$ cat config.mk
export PLATFORM = sky130hd
export DESIGN_NAME = tristate_bus_arbiter_flat
export DESIGN_NICKNAME = d
export VERILOG_FILES = /design/src/rtl/tristate_bus_arbiter_if.sv /design/src/rtl/tristate_bus_arbiter.sv /design/src/flat_wrapper.sv
export SDC_FILE = /design/constraint.sdc
export NUM_CORES = 1
export LEC_CHECK = 0
export ABC_AREA = 1
export CELL_PAD_IN_SITES_DETAIL_PLACEMENT = 0
export CELL_PAD_IN_SITES_GLOBAL_PLACEMENT = 1
export CORE_MARGIN = 1.5
export CORE_UTILIZATION = 33
export CTS_CLUSTER_SIZE = 30
export DETAILED_ROUTE_END_ITERATION = 16
export HOLD_SLACK_MARGIN = 0.08
export PLACE_DENSITY = 0.82
export SYNTH_ARGS = -nofsm -noshare
export SYNTH_HDL_FRONTEND = slang
export SYNTH_SLANG_ARGS = --single-unit
$ cat constraint.sdc
create_clock -name clk -period 1.9 [get_ports clk]
set_clock_uncertainty 0.1 [all_clocks]
set_input_delay 0.285 -clock clk [delete_from_list [all_inputs] [get_ports clk]]
set_output_delay 0.285 -clock clk [all_outputs]
set_load 0.005 [all_outputs]
$ cat src/rtl/tristate_bus_arbiter_if.sv
// Request/grant and bus-sense bundle between the tristate bus arbiter and its agents.
// The arbiter takes the master modport; the agent side takes the slave modport.
interface tristate_bus_arbiter_if #(
   parameter int NREQ = 4,
   parameter int W    = 8
);
   localparam int OW = $clog2(NREQ);

   logic [NREQ-1:0] req;
   logic [W-1:0]    bus_in;
   logic [NREQ-1:0] gnt;
   logic [OW-1:0]   owner;
   logic            bus_idle;
   logic            keeper_err;

   modport master (
      input  req, bus_in,
      output gnt, owner, bus_idle, keeper_err
   );

   modport slave (
      output req, bus_in,
      input  gnt, owner, bus_idle, keeper_err
   );
endinterface

$ cat src/rtl/tristate_bus_arbiter.sv
// Round-robin owner sequencer for a keeper-held tristate bus.
// Turnaround gaps sit between owners, and the bus is checked for float-back during each gap.
module tristate_bus_arbiter #(
   parameter int             NREQ      = 4,
   parameter int             W         = 8,
   parameter int             MAX_BURST = 16,
   parameter int             TURN_CYC  = 1,
   parameter logic [W-1:0]   PULL_VAL  = {W{1'b1}}
) (
   input  logic                    clk,
   input  logic                    rst_n,
   tristate_bus_arbiter_if.master  bus
);
   localparam int OW = $clog2(NREQ);
   localparam int BW = $clog2(MAX_BURST + 1);
   localparam int TW = $clog2(TURN_CYC + 1);

   localparam logic [1:0] ST_IDLE = 2'd0;
   localparam logic [1:0] ST_OWN  = 2'd1;
   localparam logic [1:0] ST_TURN = 2'd2;

   logic [1:0]      state_reg;
   logic [OW-1:0]   last_reg;
   logic [OW-1:0]   owner_reg;
   logic [NREQ-1:0] gnt_reg;
   logic            idle_reg;
   logic            err_reg;
   logic [BW-1:0]   burst_cnt_reg;
   logic [TW-1:0]   turn_cnt_reg;

   logic [OW:0]     rr_cand_next;
   logic [OW-1:0]   winner_next;
   logic            found_next;
   logic [NREQ-1:0] gnt_next;
   logic            keeper_fail;

   // Walk from last+1 with wrap; the previous owner is visited last.
   always_comb begin
      rr_cand_next = {1'b0, last_reg};
      winner_next  = '0;
      found_next   = 1'b0;
      for (int i = 0; i < NREQ; i++) begin
         rr_cand_next = rr_cand_next + (OW+1)'(1);
         if (rr_cand_next == (OW+1)'(NREQ))
            rr_cand_next = '0;
         if (!found_next && bus.req[rr_cand_next[OW-1:0]]) begin
            found_next  = 1'b1;
            winner_next = rr_cand_next[OW-1:0];
         end
      end
   end

   generate
      for (genvar gi = 0; gi < NREQ; gi++) begin : g_onehot
         assign gnt_next[gi] = (winner_next == OW'(gi));
      end
   endgenerate

   // Any non-PULL_VAL bit, including x/z, counts as a keeper failure.
   assign keeper_fail = (bus.bus_in !== PULL_VAL);

   always_ff @(posedge clk or negedge rst_n) begin
      if (!rst_n) begin
         state_reg     <= ST_IDLE;
         last_reg      <= OW'(NREQ - 1);
         owner_reg     <= '0;
         gnt_reg       <= '0;
         idle_reg      <= 1'b1;
         err_reg       <= 1'b0;
         burst_cnt_reg <= '0;
         turn_cnt_reg  <= '0;
      end else begin
         case (state_reg)
            ST_IDLE: begin
               if (found_next) begin
                  state_reg     <= ST_OWN;
                  gnt_reg       <= gnt_next;
                  owner_reg     <= winner_next;
                  last_reg      <= winner_next;
                  idle_reg      <= 1'b0;
                  burst_cnt_reg <= BW'(1);
               end
            end
            ST_OWN: begin
               if (!bus.req[owner_reg] || burst_cnt_reg == BW'(MAX_BURST)) begin
                  state_reg    <= ST_TURN;
                  gnt_reg      <= '0;
                  owner_reg    <= '0;
                  idle_reg     <= 1'b1;
                  turn_cnt_reg <= TW'(1);
               end else if (burst_cnt_reg != BW'(MAX_BURST)) begin
                  burst_cnt_reg <= burst_cnt_reg + BW'(1);
               end
            end
            ST_TURN: begin
               if (turn_cnt_reg == TW'(TURN_CYC)) begin
                  if (keeper_fail)
                     err_reg <= 1'b1;
                  if (found_next) begin
                     state_reg     <= ST_OWN;
                     gnt_reg       <= gnt_next;
                     owner_reg     <= winner_next;
                     last_reg      <= winner_next;
                     idle_reg      <= 1'b0;
                     burst_cnt_reg <= BW'(1);
                  end else begin
                     state_reg <= ST_IDLE;
                  end
               end else begin
                  turn_cnt_reg <= turn_cnt_reg + TW'(1);
               end
            end
            default: begin
               state_reg <= ST_IDLE;
               gnt_reg   <= '0;
               owner_reg <= '0;
               idle_reg  <= 1'b1;
            end
         endcase
      end
   end

   assign bus.gnt        = gnt_reg;
   assign bus.owner      = owner_reg;
   assign bus.bus_idle   = idle_reg;
   assign bus.keeper_err = err_reg;
endmodule

$ cat src/flat_wrapper.sv
// flat-port wrapper written by rule: the top's interface ports become plain ports
module tristate_bus_arbiter_flat 
#(
   parameter int             NREQ      = 4,
   parameter int             W         = 8,
   parameter int             MAX_BURST = 16,
   parameter int             TURN_CYC  = 1,
   parameter logic [W-1:0]   PULL_VAL  = {W{1'b1}}
)
  (clk, rst_n, bus_req, bus_bus_in, bus_gnt, bus_owner, bus_bus_idle, bus_keeper_err);
  tristate_bus_arbiter_if #(.NREQ(NREQ), .W(W)) bus_i ();
  input  logic clk;
  input  logic rst_n;
  input wire logic [$bits(bus_i.req)-1:0] bus_req;
  input wire logic [$bits(bus_i.bus_in)-1:0] bus_bus_in;
  output wire logic [$bits(bus_i.gnt)-1:0] bus_gnt;
  output wire logic [$bits(bus_i.owner)-1:0] bus_owner;
  output wire logic [$bits(bus_i.bus_idle)-1:0] bus_bus_idle;
  output wire logic [$bits(bus_i.keeper_err)-1:0] bus_keeper_err;
  assign bus_i.req = bus_req;
  assign bus_i.bus_in = bus_bus_in;
  assign bus_gnt = bus_i.gnt;
  assign bus_owner = bus_i.owner;
  assign bus_bus_idle = bus_i.bus_idle;
  assign bus_keeper_err = bus_i.keeper_err;
  tristate_bus_arbiter #(.NREQ(NREQ), .W(W), .MAX_BURST(MAX_BURST), .TURN_CYC(TURN_CYC), .PULL_VAL(PULL_VAL)) u_core (.clk(clk), .rst_n(rst_n), .bus(bus_i));
endmodule
## Word-level counts from Yosys, hierarchy flattened

Index checks and enable logic that the tools add are counted.
W data, S select, Z words.

| word-level totals | value |
|---|---|
| memories kept | 0 |
| latch bits | 0 |
| memory bits (read-only) | 0 |
| flip-flop bits (word level) | 18 |
| bits of input ports | 14 |
| bits in writable memories | 0 |
| logic and storage cells | 104 |
| output and inout port bits | 8 |

| operators by class | value |
|---|---|
| reduce and logical (&&, ||, !) cells | 19 |
| shift-type cells | 0 |
| multiplexer cells | 49 |
| add/sub/neg operators | 6 |
| eq/ne operators | 17 |
| multipliers | 0 |
| bitwise gates (word level) | 0 |
| div/mod/pow operators | 0 |
| order comparisons | 5 |

Operators by type and width:

| operator | count |
|---|---|
| $mux W2 | 13 |
| $mux W5 | 4 |
| $lt A2 B3 Y1 const B | 5 |
| $pmux W5 S3 | 1 |
| $mux W1 | 14 |
| $eq A3 B3 Y1 const B | 4 |
| $mux W4 | 3 |
| $pmux W2 S3 | 2 |
| $pmux W4 S3 | 1 |
| $bmux W1 S2 | 5 |
| $add A3 B1 Y3 const B | 3 |
| $mux W3 | 3 |
| $ne A2 B1 Y1 const B | 4 |
| $nex A8 B8 Y1 const B | 1 |
| $eq A2 B2 Y1 const B | 3 |
| $reduce_and A2 Y1 | 3 |
| $reduce_and A3 Y1 | 2 |
| $add A5 B1 Y5 const B | 1 |
| $eq A5 B5 Y1 const B | 1 |
| $ne A5 B5 Y1 const B | 1 |
| $eq A2 B1 Y1 const B | 2 |
| $logic_not A1 Y1 | 4 |
| $logic_not A2 Y1 | 2 |
| $pmux W2 S2 | 1 |
| other kinds (10) | 13 |

## Longest topological paths before layout

| logic depth | value |
|---|---|
| depth after elaboration | 20 |
| gate-level depth with buffers | 13 |
| gate-level depth less buffers | 13 |

## Least setup slack after synthesis

No wires, ideal clock.

| path | value |
|---|---|
| kind | register -> register |
| from | reg u_core.last_reg[0] |
| to | reg u_core.burst_cnt_reg[2] |
| arrival time | 1656 ps |
| period minus slack after synthesis | 1873 ps |
| buffers on the path | 0 |
| setup slack | 27 ps |
| data required time | 1683 ps |
| stages on the path, launching flop included | 14 |
| setup time | 117 ps |
| path through | dfstp_2 > ha_1 > inv_1 > nand2_1 > nand2_2 > nand2_1 > o21ai_2 > inv_1 > nand3_2 > nand2_4 > nand2_4 > clkinv_2 > nand2_1 > nand2_1 |

| between the ends | value |
|---|---|
| cells in the longest elaborated chain, start to end | 19 |
| elaborated cells on any way between the ends | 33 |
| classes of those cells | 4 x add/sub; 4 x eq/ne; 19 x mux; 6 x reduce/logical |

RTL lines:

| what | line | text |
|---|---|---|
| from (decl) | tristate_bus_arbiter.sv:23 | `logic [OW-1:0] last_reg;` |
| from (signal assigned) | tristate_bus_arbiter.sv:65 | `last_reg <= OW'(NREQ - 1);` |
| from (signal assigned) | tristate_bus_arbiter.sv:79 | `last_reg <= winner_next;` |
| from (signal assigned) | tristate_bus_arbiter.sv:103 | `last_reg <= winner_next;` |
| $add A2 B1 Y3 (*) | tristate_bus_arbiter.sv:43 | `rr_cand_next = rr_cand_next + (OW+1)'(1);` |
| $eq A3 B3 Y1 | tristate_bus_arbiter.sv:44 | `if (rr_cand_next == (OW+1)'(NREQ))` |
| $mux W3 (*) | tristate_bus_arbiter.sv:44 |  |
| $add A3 B1 Y3 | tristate_bus_arbiter.sv:43 |  |
| $eq A3 B3 Y1 | tristate_bus_arbiter.sv:44 |  |
| $mux W3 | tristate_bus_arbiter.sv:44 |  |
| $add A3 B1 Y3 or $bmux W1 S2 (tied branches) | tristate_bus_arbiter.sv:43, tristate_bus_arbiter.sv:46 |  |
| $eq A3 B3 Y1 or $mux W1 (tied branches) | tristate_bus_arbiter.sv:44, tristate_bus_arbiter.sv:46 |  |
| [3 not listed] | -- |  |
| $mux W2 or $logic_and A1 B1 Y1 (tied branches) | tristate_bus_arbiter.sv:44, tristate_bus_arbiter.sv:46 |  |
| $bmux W1 S2 or $mux W1 (tied branches) | tristate_bus_arbiter.sv:46 | `if (!found_next && bus.req[rr_cand_next[OW-1:0]]) begin` |
| $mux W1 (not written as such) or $logic_not A1 Y1 (tied branches) | tristate_bus_arbiter.sv:46 |  |
| $logic_and A1 B1 Y1 | tristate_bus_arbiter.sv:46 |  |
| $mux W1 (*) | tristate_bus_arbiter.sv:46 |  |
| $mux W5 (*) | -- |  |
| $mux W5 | -- |  |
| $pmux W5 S3 (*) | -- |  |
| to (signal assigned) | tristate_bus_arbiter.sv:92 | `burst_cnt_reg <= burst_cnt_reg + BW'(1);` |
| to (decl) | tristate_bus_arbiter.sv:28 | `logic [BW-1:0] burst_cnt_reg;` |

Mark *: on every way between the ends. The rest lies on a longest branch, timed or not. The select of a mux whose other input is x is not followed.
A chain may end at the register's enable or synchronous reset.

## Final worst setup path

| path | value |
|---|---|
| from | reg u_core.last_reg[1] |
| to | reg u_core.burst_cnt_reg[4] |

Same word-level chain as after synthesis.

==> metrics <==
Routed Antenna Nets 0; Min-Delay Path Class in -> async; RR Startpoint u_core.last_reg[1]$_DFFE_PN1P_; Max Cap Viol 0; critical path startpoint u_core.last_reg[1]$_DFFE_PN1P_; core box area 3390 µm²; Starting Density 34.81%; Worst Path Max Fanout 7; Startpoint Class flop; global-route usage over all layers 14.68%; yosys warns 0; routability cong. 0.8428; H-tree levels 1; failing checks setup timing; dpl hpwl 2020 µm; endpoint arrival time on the critical path 2.01 ns; total power 3.434 mW; Post-synth top flop dfrtp_1; std cell rows 21; die area 3943 µm²; # hold bufs at CTS 0; area grow syn2layout 43.37%; Synth top area share 31.81%; pre-CTS setup slack -0.1353 ns; ranking of synthesized cells by area dfrtp_1 32%, nand2_1 20%, dfstp_2 6.7%, nand3_1 5.9%, inv_1 5.7%; pins over their slew limit 0; Worst Setup End Kind flop; Reg area 454.2 µm²; run status complete, but fails checks; period utilization 101.2%; # diodes 0; LEAKAGE 0.8329 nW; RSZ-0062 raised after global routing yes; NumNets Final 216; Die H 62.80 µm; max reg flops 5; Port Buffers 21; initial antenna violation count 0; pwr dens 2030 nW/µm²; maximum vdd drop 0.0009744 V; crit path kind reg -> reg; CP Buf/Inv Count 2; Clock Tree Buf Depth 2; Mapped Area 1180 µm²; Synth area leader dfrtp_1; GRT overflow 0; vias 1160; Post-Syn Instances 164; final wirelength 2734 µm; CTS root buffer clkbuf_4; number of global-route vias before repair 1109; first-pass GRT wire length 4692 µm; largest net degree at the start of global routing 19; clk slew on worst S/H paths 0.10 ns; Synthesized Nets 181; worst slew pin tran 0.3417 ns; final hold viol count 0; register area share after synthesis 38.49%; post-synthesis register bit count 18; layout cell share with drive strength beyond 1 26.77%; area of the multi-input gates 757.0 µm²; most common cell in the netlist nand2_1; max_slew headroom 77.13%; hold_ws 0.2173 ns; Worst Slack Setup Final -0.02249 ns; slowest cell on the critical path dfstp_2; Yosys cell types 27; most instantiated cells after synthesis 62 x nand2_1, 18 x inv_1, 15 x dfrtp_1; Critical Path Max Stage Delay 0.57 ns; number of CTS-inserted buffers 3; worst skew pair latency 0.29 ns; via-per-instance ratio 4.754; CP Cell Sequence ha_4, inv_6, nand2_4, nand2_8, nand2_4, nand2_4, nor2_8, nand3_4, nand2_8, nand2_8, clkinv_4, nand2_1, nand2_1; Die Wd 62.80 µm; fin cells 244; Ports 22; DRC viols 0; post-layout minimum cycle time 1.922 ns; syn avg cell area 7.194 µm²; fill cell instance count of the final layout 337; delay-heaviest family, CP simple AND/OR/NAND/NOR gates; CP Data Required Time 1.98 ns; Post-synth EDFFs 0; setup_tns -0.07961 ns; async set-reset flop share out of synthesis 100.0%; DP Cell Count 237; setup slack, reg-to-reg -0.02 ns; # setup viols final 6; routed len/inst 11.20 µm; CTS tree built; Fmax 0.5202 GHz; CTS sink count 18; DR pass1 iterations 5; DRT iter0 DRCs 48
-- report_power, final --
| group | internal (mW) | switching, mW | total, mW |
|---|---|---|---|
| clock | 0.117 | 0.114 | 0.231 |
| sequential | 0.540 | 0.101 | 0.641 |
| combinational | 1.03 | 1.53 | 2.56 |
-- cells by family after synthesis --
| group | after synthesis | share of synthesized area, % |
|---|---|---|
| AND/OR/NAND/NOR | 107 | 42.21 |
| buffers and inverters | 22 | 8.164 |
| flip-flops | 18 | 38.49 |
| AO/OA/AOI/OAI | 11 | 5.726 |
| XOR/XNOR | 3 | 2.227 |
| adder cells (fa/ha/maj) | 3 | 3.182 |
-- stage by stage --
stage / util, % / instance area (µm²)
floorplan: - / 1180
global placement: 43.93 / 1489
detailed placement: 43.93 / 1489
CTS: 46.84 / 1588
global route: 49.91 / 1692
finish: 49.91 / 1692
-- layout make-up --
| cell class | instances | area share (%) |
|---|---|---|
| timing repair buffer | 31 | 17.31 |
| multi-input combinational | 124 | 44.75 |
| tap | 46 | 3.402 |
| sequential | 18 | 26.85 |
| inverter | 21 | 5.547 |
| clock buffer | 4 | 2.145 |
-- cells in the final DEF, fill, tap and decap left out, types with 2 or more instances in the layout --
cell type	count
nand2_1	50
clkdlybuf4s50_1	21
inv_1	16
dfrtp_1	15
nand2_2	13
nor2_1	13
nand3_1	12
buf_4	9
nand2_4	6
nand2_8	3
nand4_1	3
clkbuf_4	3
dfstp_2	3
inv_6	2
nand3_2	2
inv_2	2
a21oi_1	2
nor2_2	2
o21bai_1	2
o21ai_1	2
xor2_1	2
ha_1	2
-- worst paths after layout --
kind | cells past startpoint | to
worst max-delay path | 13 | u_core.burst_cnt_reg[4]$_DFFE_PN0P_
worst min-delay path | 2 | u_core.bus.keeper_err$_DFFE_PN0P_
worst max register to register | 13 | u_core.burst_cnt_reg[4]$_DFFE_PN0P_
worst min register to register | 2 | u_core.bus.gnt[2]$_DFFE_PN0P_
max in group asynchronous | 2 | u_core.last_reg[0]$_DFFE_PN1P_
min in group clk | 2 | u_core.bus.gnt[2]$_DFFE_PN0P_
-- layer usage --
metal | up-vias | global-route usage (%) | share of wire (%)
li1 | 582 | - | -
met1 | 551 | 17.88 | 42
met2 | 21 | 25.67 | 53
met3 | 6 | 1.261 | 2.1
met4 | 0 | 7.778 | 2.9
met5 | - | 0 | 0
-- what timing repair did --
| action | CTS | global route |
|---|---|---|
| hold endpoints to repair | 0 | 0 |
| buffers inserted | 1 | 2 |
| pin swaps | 7 | 4 |
| gates resized for setup | 15 | 19 |
| endpoints found under the setup margin | 14 | 14 |
Power figures use the tool's default switching activity.
